**config.mk**
```make
export PLATFORM = sky130hd
export DESIGN_NAME = if_id_skid
export DESIGN_NICKNAME = d
export VERILOG_FILES = /design/src/rtl/if_id_skid_pkg.sv /design/src/rtl/pipe_skid_buf.sv /design/src/rtl/if_id_skid.sv
export SDC_FILE = /design/constraint.sdc
export NUM_CORES = 1
export LEC_CHECK = 0
export CAP_MARGIN = 20
export CELL_PAD_IN_SITES_DETAIL_PLACEMENT = 1
export CELL_PAD_IN_SITES_GLOBAL_PLACEMENT = 1
export CORE_MARGIN = 3
export CORE_UTILIZATION = 51
export CTS_BUF_LIST = sky130_fd_sc_hd__clkbuf_4
export DETAILED_ROUTE_END_ITERATION = 8
export DONT_BUFFER_PORTS = 1
export GPL_TIMING_DRIVEN = 0
export HOLD_SLACK_MARGIN = 0.05
export MAX_ROUTING_LAYER = met4
export PLACE_DENSITY_LB_ADDON = 0.08
export SLEW_MARGIN = 20
export SYNTH_ARGS = -nofsm -noshare
export SYNTH_HDL_FRONTEND = slang
export SYNTH_HIERARCHICAL = 1
export SYNTH_SLANG_ARGS = --single-unit
```
**constraint.sdc**
```tcl
create_clock -name clk_i -period 4.1 [get_ports clk_i]
set_input_delay 1.025 -clock clk_i [delete_from_list [all_inputs] [get_ports clk_i]]
set_output_delay 1.025 -clock clk_i [all_outputs]
set_load 0.05 [all_outputs]
```
**src/rtl/if_id_skid_pkg.sv**
```systemverilog
// Shared constants for the fetch/decode boundary: reset polarity, default bus
// widths, the canonical NOP, and a saturating increment for the bubble counter.
package if_id_skid_pkg;

    localparam logic RstEnable   = 1'b1;
    localparam int   InstBus     = 32;
    localparam int   InstAddrBus = 32;
    localparam int   BubbleW     = 32;

    localparam logic [InstAddrBus-1:0] ZeroInstAddr = '0;
    localparam logic [InstBus-1:0]     NopInst      = 32'h0000_0013;

    function automatic logic [BubbleW-1:0] sat_inc(input logic [BubbleW-1:0] v);
        return (&v) ? v : v + BubbleW'(1);
    endfunction

endpackage

```
**src/rtl/pipe_skid_buf.sv**
```systemverilog
// Generic one-entry skid pipeline register. ready_o comes straight from a flop,
// so downstream stalls never reach upstream combinationally.
module pipe_skid_buf
    import if_id_skid_pkg::*;
#(
    parameter int             W     = 1,
    parameter logic [W-1:0]   EMPTY = '0
) (
    input  logic         clk_i,
    input  logic         rst_i,
    input  logic         clr_i,
    input  logic         valid_i,
    output logic         ready_o,
    input  logic [W-1:0] data_i,
    output logic         valid_o,
    input  logic         ready_i,
    output logic [W-1:0] data_o
);

    logic         r_out_v;
    logic         r_skid_v;
    logic [W-1:0] r_out_d;
    logic [W-1:0] r_skid_d;

    logic w_out_free;
    logic w_accept;

    assign w_out_free = !r_out_v || ready_i;
    assign w_accept   = valid_i && !r_skid_v;

    always_ff @(posedge clk_i) begin
        if (rst_i == RstEnable || clr_i) begin
            r_out_v  <= 1'b0;
            r_skid_v <= 1'b0;
            r_out_d  <= EMPTY;
        end else if (w_out_free) begin
            // Drain the skid first; it is always older than anything on the input.
            if (r_skid_v) begin
                r_out_v  <= 1'b1;
                r_out_d  <= r_skid_d;
                r_skid_v <= 1'b0;
            end else begin
                r_out_v <= valid_i;
                r_out_d <= valid_i ? data_i : EMPTY;
            end
        end else if (w_accept) begin
            r_skid_v <= 1'b1;
        end
    end

    // Skid payload is only meaningful while r_skid_v is set, so it needs no reset.
    always_ff @(posedge clk_i) begin
        if (!w_out_free && w_accept)
            r_skid_d <= data_i;
    end

    assign valid_o = r_out_v;
    assign ready_o = !r_skid_v;
    assign data_o  = r_out_d;

endmodule

```
**src/rtl/if_id_skid.sv**
```systemverilog
// IF/ID pipeline register with skid buffer, flush-to-bubble, NOP on empty
// output, and a saturating count of bubble cycles seen by decode.
module if_id_skid
    import if_id_skid_pkg::*;
#(
    parameter int                INST_W   = InstBus,
    parameter int                ADDR_W   = InstAddrBus,
    parameter int                SB_W     = 1,
    parameter logic [INST_W-1:0] NOP_INST = INST_W'(NopInst)
) (
    input  logic                clk_i,
    input  logic                rst_i,
    input  logic                flush_i,
    input  logic                valid_i,
    output logic                ready_o,
    input  logic [INST_W-1:0]   inst_i,
    input  logic [ADDR_W-1:0]   inst_addr_i,
    input  logic [SB_W-1:0]     sb_i,
    output logic                valid_o,
    input  logic                ready_i,
    output logic [INST_W-1:0]   inst_o,
    output logic [ADDR_W-1:0]   inst_addr_o,
    output logic [SB_W-1:0]     sb_o,
    output logic [BubbleW-1:0]  bubble_cnt_o
);

    localparam int           W     = INST_W + ADDR_W + SB_W;
    localparam logic [W-1:0] EMPTY = {NOP_INST, ADDR_W'(ZeroInstAddr), {SB_W{1'b0}}};

    logic [W-1:0]       w_in;
    logic [W-1:0]       w_out;
    logic               w_valid;
    logic [BubbleW-1:0] r_bubble_cnt;

    assign w_in = {inst_i, inst_addr_i, sb_i};

    pipe_skid_buf #(
        .W     (W),
        .EMPTY (EMPTY)
    ) u_skid (
        .clk_i   (clk_i),
        .rst_i   (rst_i),
        .clr_i   (flush_i),
        .valid_i (valid_i),
        .ready_o (ready_o),
        .data_i  (w_in),
        .valid_o (w_valid),
        .ready_i (ready_i),
        .data_o  (w_out)
    );

    assign valid_o                       = w_valid;
    assign {inst_o, inst_addr_o, sb_o}   = w_out;

    // Counts edges whose pre-edge output was empty, flush edges included.
    always_ff @(posedge clk_i) begin
        if (rst_i == RstEnable)
            r_bubble_cnt <= '0;
        else if (!w_valid)
            r_bubble_cnt <= sat_inc(r_bubble_cnt);
    end

    assign bubble_cnt_o = r_bubble_cnt;

endmodule

```
==> impl_metrics.csv <==
group,metric,value,unit
status,status,"completed",
clocking,cts_hold_buf,0,
clocking,clock_sinks,164,
clocking,cts_tree,"built",
logic_synthesis,synthMuxAreaShare,0,%
final_layout,final_nets,735,
worst_hold_path,hold_path.class,"input pin to flip-flop",
sta,skew,0.02463,ns
placed_design,place_congestion,0.7680,
worst_hold_path,hold_end,"u_skid/r_skid_d[15]",
logic_synthesis,synth_nets,715,
sta,worst_pin_slew,0.8945,ns
route,wl,19.17,mm
logic_synthesis,synthSimpleGateAreaFrac,25.78,%
sta,hold_ws,0.5267,ns
critical_path,r2r_cells,4,
floorplan,start_util,53.11,%
floorplan,die-height,124.4,um
final_layout,final_cells,853,
grt,grt_max_degree,54,
sta,drv_slew,0,
sta,setup_viol,0,
grt,grt.overflow.total,0,
route,post_drt_wl_per_cell,22.47,um
worst_hold_path,worstHoldStart,"inst_addr_i[14]",
clocking,cts-root-buf,"clkbuf_4",
placed_design,dpl.hpwl,13.90,mm
critical_path,r2r_start,"u_skid/valid_o",
clocking,clk_pin_slew,0.13,ns
clocking,cts_resized,0,
logic_synthesis,synth_top_family_by_area,"simple AND/OR/NAND/NOR gates",
logic_synthesis,synth_edf_count,65,
critical_path,cp-start-kind,"flip-flop",
sta,setup_slack,1.377,ns
final_layout,final_common_cell,"dfxtp_1",
clocking,cts_setup_buffers,0,
clocking,clockBufferDepth,2,
logic_synthesis,synthesis.area,7144,um2
sta,timing.slew.headroom,40.29,%
logic_synthesis,yosysTopAreaCellShare,27.74,%
final_layout,design_area,7711,um2
clocking,insertion_delay,0.58,ns
sta,hold_viol,0,
logic_synthesis,synth_cell_types,56,
placed_design,pre_cts_ws,1.532,ns
critical_path,cp-startpoint,"u_skid/r_skid_v",
route,drt_iter0_drc,310,
floorplan,die_width,124.4,um
final_layout,mostFrequentLayoutCells,"99 x dfxtp_1, 73 x nand2_1, 65 x nand3b_1, 65 x nor3b_1, 65 x edfxtp_1",
logic_synthesis,synthAdderAreaFrac,0.1751,%
critical_path,reg2reg_to,"u_skid/r_skid_d[61]",
placed_design,dpl.cell_count,821,
logic_synthesis,ys_warn_count,6,
clocking,cts_max_level,4,
logic_synthesis,synth_area_leader_cell,"dfxtp_1",
floorplan,ioPinCount,169,
final_layout,drive_above_1_share,14.48,%
critical_path,cp_max_fo,10,
placed_design,post_dp_cell_area,7397,um2
power_and_ir_drop,peakVddDrop,263.9,uV
power_and_ir_drop,leakagePower,2.328,nW
sta,period_share,66.41,%
final_layout,final_core_util,57.32,%
grt,grt_pass1_vias,5700,
logic_synthesis,synth_ff_type,"dfxtp_1",
floorplan,placementRows,42,
grt,antenna_found_initial,0,
logic_synthesis,ys_seq_elements,164,
logic_synthesis,synth_xor_area_share,1.349,%
final_layout,regArea,3934,um2
logic_synthesis,synth_compound_area_share,13.15,%
final_layout,n_fill_cell,1467,
critical_path,cp.required,3.07,ns
logic_synthesis,seq_area_frac_synth,55.06,%
logic_synthesis,avgSynthCellArea,11.09,um2
critical_path,r2r_setup_slack,1.48,ns
sta,fin_crit,2.723,ns
route,ant_nets,0,
sta,rsz0062_at_grt,"false",
grt,grt_use_total,25.44,%
sta,fmax,367.2,MHz
power_and_ir_drop,pwr_density_cell,393.3,nW/um2
logic_synthesis,synthTopCellsByArea,"dfxtp_1 28%, edfxtp_1 27%, nand3b_1 6.8%",
worst_hold_path,min_path_cells,0,
final_layout,antenna_cells,0,
clocking,numCtsBuffers,17,
critical_path,crit_type,"flip-flop to primary output",
run,max_cap_viol_count,0,
route,num_vias,5301,
grt,grt_pass1_wl,30.79,mm
critical_path,worst_setup_path_end_kind,"primary output",
final_layout,areaGrowthSynthToFinish,7.934,%
floorplan,coreArea,13450,um2
route,drt-pass1-iter-count,4,
logic_synthesis,async_flop_share,0,%
placed_design,port_buffers,0,
route,drc_errors,0,
critical_path,arrival,1.70,ns
final_layout,multi_input_area,2895,um2
route,avgViaCountPerCell,6.215,
logic_synthesis,synthCells,644,
floorplan,die_area,15460,um2
==> registers in the layout (all words and copies together) (netlist names) <==
name and cells:
bubble_cnt_o 32, u_skid/r_skid_d 65, u_skid/r_skid_v 1, u_skid/valid_o 1
u_skid/data_o 65
==> cell usage after synthesis (12+ instances only) <==
cell type and n:
dfxtp_1 99, nand2_1 73, edfxtp_1 65, nand3b_1 65
nor3b_1 65, a311oi_1 52, buf_2 23, a21oi_1 22
nor2_1 17, clkbuf_1 15, o21ai_0 13, buf_4 12
or3_1 12
==> cell type report <==
type	instances	share of cell area [%]
Sequential cell	164	51.01
Timing Repair Buffer	1	0.3570
Tap cell	176	2.856
Multi-Input combinational cell	420	37.55
Clock buffer	17	1.655
Buffer	55	3.910
Inverter	5	0.2434
Clock inverter	15	2.418
==> how the worst max path moves through the flow <==
stage	to	slack (ns)	cells after the start
detailed placement	bubble_cnt_o[19]	1.53	6
CTS	ready_o	1.33	3
floorplan	u_skid/r_skid_d[0]	0.79	3
global route	ready_o	1.26	3
global placement	u_skid/r_skid_d[61]	-0.18	3
finish	ready_o	1.38	3
==> critical path: stages, from the launching register on <==
cell	delay, ns
dfxtp_1	0.40
buf_6	0.17
buf_4	0.17
inv_1	0.37
==> per-stage QoR <==
stage,TNS (ns),power [W]
floorplan,0,0.001981
CTS,0,0.003060
finish,0,0.003033
detailed placement,0,0.002028
global placement,-11.39,0.002018
global route,0,0.003151
==> metal layers <==
layer	track usage [%]	share of wire [%]	wire (um)	up-vias
met3	9.262	7.8	1494	27
met1	28.30	40	7585	2649
met4	8.704	2.1	398	0
li1	-	-	-	2482
met2	42.40	51	9690	143
met5	-	0	0	-
==> kinds of logic (layout without fill, tap and decap cells) <==
family / after synthesis / count (layout)
fa+ha+maj: 1 / 1
simple gates: 294 / 294
flops: 164 / 164
compound gates: 114 / 114
buf+inv: 60 / 93
xor+xnor: 11 / 11
==> power by group <==
part           total [W]  leakage (nW)  switching (W)  internal (W)
logic           0.000147         0.764      0.0000904     0.0000568
registers        0.00184          1.39       0.000116       0.00173
clock network    0.00104         0.172       0.000565      0.000477
total            0.00303          2.33       0.000771       0.00226
No activity file was read; power rests on OpenSTA's default activity.
